File: src/rtl/seq_pkg.sv
// Shared definitions for the sequence-scan controller: FSM state encoding,
// detector pattern-select codes, per-pattern count width and a helper that
// finds the next enabled pattern in a 4-bit mask.
package seq_pkg;

    typedef enum logic [2:0] {
        ST_IDLE  = 3'd0,
        ST_CLR   = 3'd1,
        ST_SHIFT = 3'd2,
        ST_DRAIN = 3'd3,
        ST_NEXT  = 3'd4,
        ST_DONE  = 3'd5
    } state_t;

    localparam logic [1:0] PAT_0 = 2'd0;
    localparam logic [1:0] PAT_1 = 2'd1;
    localparam logic [1:0] PAT_2 = 2'd2;
    localparam logic [1:0] PAT_3 = 2'd3;

    localparam int NUM_PAT = 4;
    localparam int CNT_W   = 5;
    localparam logic [CNT_W-1:0] CNT_MAX = '1;

    // Lowest enabled pattern index at or above 'lo'.
    // Result is {found, index}; index is PAT_0 when nothing is found.
    function automatic logic [2:0] find_en(input logic [3:0] mask, input logic [2:0] lo);
        logic [2:0] res;
        res = {1'b0, PAT_0};
        for (int i = NUM_PAT - 1; i >= 0; i--) begin
            if (mask[i] && (i >= int'(lo))) begin
                res = {1'b1, 2'(i)};
            end
        end
        return res;
    endfunction

endpackage

File: src/rtl/seq_ser_shift.sv
// Parallel-load shift register that presents its word MSB first.
// Load has priority over shift; shifting fills zeros from the bottom.
module seq_ser_shift #(
    parameter int WORD_W = 16
) (
    input  logic              clk,
    input  logic              reset,
    input  logic              load,
    input  logic              shift_en,
    input  logic [WORD_W-1:0] load_word,
    output logic              msb
);

    logic [WORD_W-1:0] sr;

    // Shift register: clear on reset, reload on load, move left on shift_en.
    always_ff @(posedge clk) begin
        if (reset) begin
            sr <= '0;
        end else if (load) begin
            sr <= load_word;
        end else if (shift_en) begin
            sr <= {sr[WORD_W-2:0], 1'b0};
        end
    end

    assign msb = sr[WORD_W-1];

endmodule

File: src/rtl/seq_scan_ctrl.sv
// Scan controller: for every pattern enabled in the captured mask it clears
// the external detector, streams the captured word through it MSB first,
// keeps sampling a few drain cycles, and counts detector hits per pattern.
// Handshake: start is taken only in IDLE; done is a one-cycle pulse after
// which match_count/match_flags stay stable until the next accepted start.
module seq_scan_ctrl
    import seq_pkg::*;
#(
    parameter int WORD_W    = 16,
    parameter int CLR_CYC   = 2,
    parameter int DRAIN_CYC = 2
) (
    input  logic                       clk,
    input  logic                       reset,
    input  logic                       start,
    input  logic [WORD_W-1:0]          data_word,
    input  logic [3:0]                 pat_mask,
    output logic                       busy,
    output logic                       done,
    output logic                       det_reset,
    output logic                       det_input_seq,
    output logic [1:0]                 det_lookfor_seq,
    input  logic                       det_seq_detected,
    output logic [NUM_PAT*CNT_W-1:0]   match_count,
    output logic [NUM_PAT-1:0]         match_flags
);

    localparam int BIT_W = $clog2(WORD_W + 1);
    localparam logic [BIT_W-1:0] CLR_LAST   = BIT_W'(CLR_CYC - 1);
    localparam logic [BIT_W-1:0] SHIFT_LAST = BIT_W'(WORD_W - 1);
    localparam logic [BIT_W-1:0] DRAIN_LAST = BIT_W'(DRAIN_CYC - 1);

    state_t                         state;
    state_t                         state_next;
    logic [BIT_W-1:0]               cnt;
    logic [WORD_W-1:0]              cword;
    logic [3:0]                     cmask;
    logic [1:0]                     p;
    logic [NUM_PAT-1:0][CNT_W-1:0]  counts;
    logic                           accept;
    logic                           sampling;
    logic                           shift_msb;
    logic [2:0]                     first_hit;
    logic [2:0]                     next_hit;

    assign first_hit = find_en(pat_mask, 3'd0);
    assign next_hit  = find_en(cmask, {1'b0, p} + 3'd1);
    assign sampling  = (state == ST_SHIFT) || (state == ST_DRAIN);

    // The shifter is reloaded during every CLR so each pattern sees the full word.
    seq_ser_shift #(
        .WORD_W (WORD_W)
    ) u_shift (
        .clk       (clk),
        .reset     (reset),
        .load      (state == ST_CLR),
        .shift_en  (state == ST_SHIFT),
        .load_word (cword),
        .msb       (shift_msb)
    );

    // Next-state and Moore outputs; defaults describe the SHIFT/DRAIN/NEXT case.
    always_comb begin
        state_next      = state;
        accept          = 1'b0;
        busy            = 1'b1;
        done            = 1'b0;
        det_reset       = 1'b0;
        det_input_seq   = 1'b0;
        det_lookfor_seq = p;
        case (state)
            ST_IDLE: begin
                busy            = 1'b0;
                det_reset       = 1'b1;
                det_lookfor_seq = PAT_0;
                if (start) begin
                    accept     = 1'b1;
                    state_next = first_hit[2] ? ST_CLR : ST_DONE;
                end
            end
            ST_CLR: begin
                det_reset = 1'b1;
                if (cnt == CLR_LAST) state_next = ST_SHIFT;
            end
            ST_SHIFT: begin
                det_input_seq = shift_msb;
                if (cnt == SHIFT_LAST) state_next = ST_DRAIN;
            end
            ST_DRAIN: begin
                if (cnt == DRAIN_LAST) state_next = ST_NEXT;
            end
            ST_NEXT: begin
                state_next = next_hit[2] ? ST_CLR : ST_DONE;
            end
            ST_DONE: begin
                done       = 1'b1;
                det_reset  = 1'b1;
                state_next = ST_IDLE;
            end
            default: begin
                state_next = ST_IDLE;
            end
        endcase
    end

    // State, phase counter, captured request, pattern index and hit counters.
    always_ff @(posedge clk) begin
        if (reset) begin
            state  <= ST_IDLE;
            cnt    <= '0;
            cword  <= '0;
            cmask  <= '0;
            p      <= PAT_0;
            counts <= '0;
        end else begin
            state <= state_next;
            // The counter restarts at every phase change and rests at 0 in IDLE.
            if ((state_next != state) || (state == ST_IDLE)) begin
                cnt <= '0;
            end else begin
                cnt <= cnt + BIT_W'(1);
            end
            if (accept) begin
                cword  <= data_word;
                cmask  <= pat_mask;
                p      <= first_hit[1:0];
                counts <= '0;
            end else begin
                if ((state == ST_NEXT) && next_hit[2]) begin
                    p <= next_hit[1:0];
                end
                if (sampling && det_seq_detected && (counts[p] != CNT_MAX)) begin
                    counts[p] <= counts[p] + CNT_W'(1);
                end
            end
        end
    end

    assign match_count = counts;

    // A pattern is flagged whenever its count is non-zero.
    always_comb begin
        match_flags = '0;
        for (int i = 0; i < NUM_PAT; i++) begin
            match_flags[i] = |counts[i];
        end
    end

endmodule

File: config.mk
export PLATFORM = sky130hd
export DESIGN_NAME = seq_scan_ctrl
export DESIGN_NICKNAME = d
export VERILOG_FILES = /design/src/rtl/seq_pkg.sv /design/src/rtl/seq_ser_shift.sv /design/src/rtl/seq_scan_ctrl.sv
export SDC_FILE = /design/constraint.sdc
export NUM_CORES = 1
export LEC_CHECK = 0
export CORE_UTILIZATION = 47
export CTS_CLUSTER_SIZE = 28
export DETAILED_ROUTE_END_ITERATION = 10
export PLACE_DENSITY_LB_ADDON = 0.12
export SETUP_SLACK_MARGIN = 0.02
export SLEW_MARGIN = 20
export SYNTH_ARGS = -nofsm -noshare
export SYNTH_HDL_FRONTEND = slang
export SYNTH_HIERARCHICAL = 1
export SYNTH_SLANG_ARGS = --single-unit
File: constraint.sdc
create_clock -name clk -period 2.7 [get_ports clk]
set_clock_uncertainty 0.2 [all_clocks]
set_input_delay 0.54 -clock clk [delete_from_list [all_inputs] [get_ports clk]]
set_output_delay 0.54 -clock clk [all_outputs]
set_load 0.05 [all_outputs]
==> flow_metrics.py <==
metrics = {
    "die": {
        "fp.dieArea_sq_um": 6730,
        "io_pins": 54,
        "start_util_pct": 49.7,
        "core_area_sq_um": 6060,
        "die_x_um": 82.1,
        "die_h_um": 82.1,
        "rows": 28,
    },
    "timing": {
        "period_share_pct": 98.2,
        "worst_pin_slew_ns": 0.537,
        "finalCriticalPeriod_ns": 2.65,
        "finalWorstSetupSlack_ns": 0.0495,
        "max_slew_margin_pct": 63.7,
        "fmax_ghz": 0.377,
        "holdWs_ns": 0.255,
        "finalHoldViolCount": 0,
        "drv_slew": 0,
        "setup_viol": 0,
        "rsz0062_at_grt": "yes",
    },
    "yosys": {
        "syn-cell-area_sq_um": 3010,
        "synth_flop_cell": "dfxtp_1",
        "synth_edf_count": 0,
        "synth.avg_cell_area_sq_um": 8.99,
        "ys_types": 42,
        "synthCells": 335,
        "ys_async_sr_fraction_pct": 0,
        "synth_nets": 364,
        "synth_seq_cells": 65,
        "ys_seq_area_share_pct": 43.2,
        "yosysWarnings": 6,
    },
    "route": {
        "first_pass_iters": 4,
        "ant_nets": 0,
        "wl_um": 6930,
        "vias": 2555,
        "drc_errors": 0,
        "first_iter_violations": 160,
        "drt-wirelength-per-cell_um": 14.6,
        "viasPerCell": 5.40,
    },
    "finish": {
        "multiInputGateArea_sq_um": 1640,
        "fin_area_sq_um": 3930,
        "diodes": 0,
        "finish.utilization_pct": 64.8,
        "fill_cells": 531,
        "fin_nets": 423,
        "final_cell_mix": "dfxtp_1 (56), clkdlybuf4s50_1 (47), nand2_1 (45), nor2_1 (39), a21oi_1 (29)",
        "seq_area_sq_um": 1320,
        "area_delta_synth_final_pct": 30.4,
        "final_common_cell": "dfxtp_1",
        "drive_above_1_share_pct": 17.8,
    },
    "worst_setup_path": {
        "crit_chain": "mux4_2 > ha_4 > and3_4 > ha_4 > and4bb_2 > nor3b_4 > buf_6 > mux2i_1 > nor2_1",
        "cp-start-kind": "register",
        "path_class": "register to register",
        "endpoint_kind": "register",
        "slowest_delay_ns": 0.55,
        "cp.required_ns": 2.71,
        "arrival_ns": 2.66,
        "crit_slowest_cell": "mux4_2",
        "cp_common_cell": "ha_4",
        "cp_top_family": "simple AND/OR/NAND/NOR gates",
        "worst-path-buf-inv": 1,
        "crit_fanout": 8,
    },
    "clock_tree": {
        "cts_sinks": 65,
        "cts.path.max_buffers": 2,
        "clk_pin_slew_ns": 0.07,
        "cts_buffers": 9,
        "htree_levels": 3,
        "cts_tree": "built",
        "clkLatencyLatePin_ns": 0.34,
        "root_buffer": "clkbuf_8",
    },
    "power": {
        "max-vdd-ir-drop_mv": 0.369,
        "powerDensity_nw_per_um2": 567,
        "leakage_nw": 1.42,
    },
    "place": {
        "gp_congestion": 0.822,
        "port_buffers": 53,
        "placed_cell_area_sq_um": 3660,
        "dp_slack_ns": -0.0383,
        "dpl.hpwl_um": 4740,
    },
    "grt": {
        "first_global_vias": 2400,
        "grt_pass1_wl_um": 11500,
        "track_usage_pct": 23.1,
        "grt_max_degree": 42,
        "grt_overflow_total": 0,
        "antenna_found_initial": 0,
    },
    "hold_path": {
        "hold_class": "register to register",
    },
    "job": {
        "max-cap-violations": 0,
    },
    "status": {
        "status": "finished, final reports clean",
    },
}
[layout make-up]
cell class                 instances  area share [%]
clock buffer                      12            3.95
multi-input combinational        242            41.8
clock inverter                     3            1.02
tap                               75            2.39
timing repair buffer              69            16.7
sequential                        65            33.5
inverter                           7           0.669
[synth_stat cells (all sizes together), types with 7 or more instances]
master,count,area share [%]
clkbuf,12,1.5
dfxtp,65,43
nor3,14,2.7
inv,7,0.87
nor2b,19,3.9
a211oi,24,6.5
mux2i,24,8.0
nand2,47,5.9
nor2,41,5.3
buf,9,2.5
a21oi,29,4.8
[stage by stage]
stage,instances,power (mW),TNS [ns]
after floorplan,335,1.32,-0.0566
after global placement,453,1.42,0
after detailed placement,453,1.42,-0.103
after CTS,472,2.24,0
after global routing,473,2.33,-0.377
final,473,2.23,0
[path summary, 6_finish.rpt]
check / from / cells after the start / endpoint / slack, ns
hold reg to reg: cword[9] / 2 / cword[9] / 0.26
setup reg to reg: p[0] / 9 / match_count[4] / 0.05
hold / removal: cword[9] / 2 / cword[9] / 0.26
setup / recovery: p[0] / 9 / match_count[4] / 0.05
[cells by family after synthesis]
| family | synth area share [%] |
|---|---|
| AO/OA/AOI/OAI | 13.2 |
| XOR/XNOR | 1.70 |
| adder cells (fa/ha/maj) | 2.08 |
| buffers and inverters | 4.86 |
| flip-flops | 43.2 |
| multiplexers | 11.7 |
| AND/OR/NAND/NOR | 23.3 |
[registers in the layout, summed over array words and instances, names as in the netlist]
signal	count
state	3
cword	16
u_shift/sr	16
match_count	20
cmask	3
p	2
cnt	5
[routing by layer]
| metal | share of wire [%] | wire length, um | GRT usage [%] |
|---|---|---|---|
| met2 | 46 | 3170 | 36.0 |
| met4 | 2.0 | 141 | 9.82 |
| met3 | 4.9 | 337 | 6.33 |
| met5 | 0 | 0 | 0 |
| met1 | 47 | 3280 | 29.8 |
[worst min-delay path: stages, from the launching register on]
cell     delay (ns)
dfxtp_1        0.31
nand2_1        0.05
a21oi_1        0.05
[power by group]
group | leakage [nW] | switching (mW) | total [mW] | internal, mW
logic | 0.784 | 0.194 | 0.347 | 0.154
clock network | 0.102 | 0.348 | 0.817 | 0.469
registers | 0.535 | 0.0425 | 1.06 | 1.02
[timing repair]
action | in CTS | in global routing
gates resized for setup | 1 | 7
setup endpoints to repair | 6 | 20
pin swaps | 2 | 8
setup buffers | 4 | 1
hold buffers | 0 | 0
No activity file was read; power rests on OpenSTA's default activity.
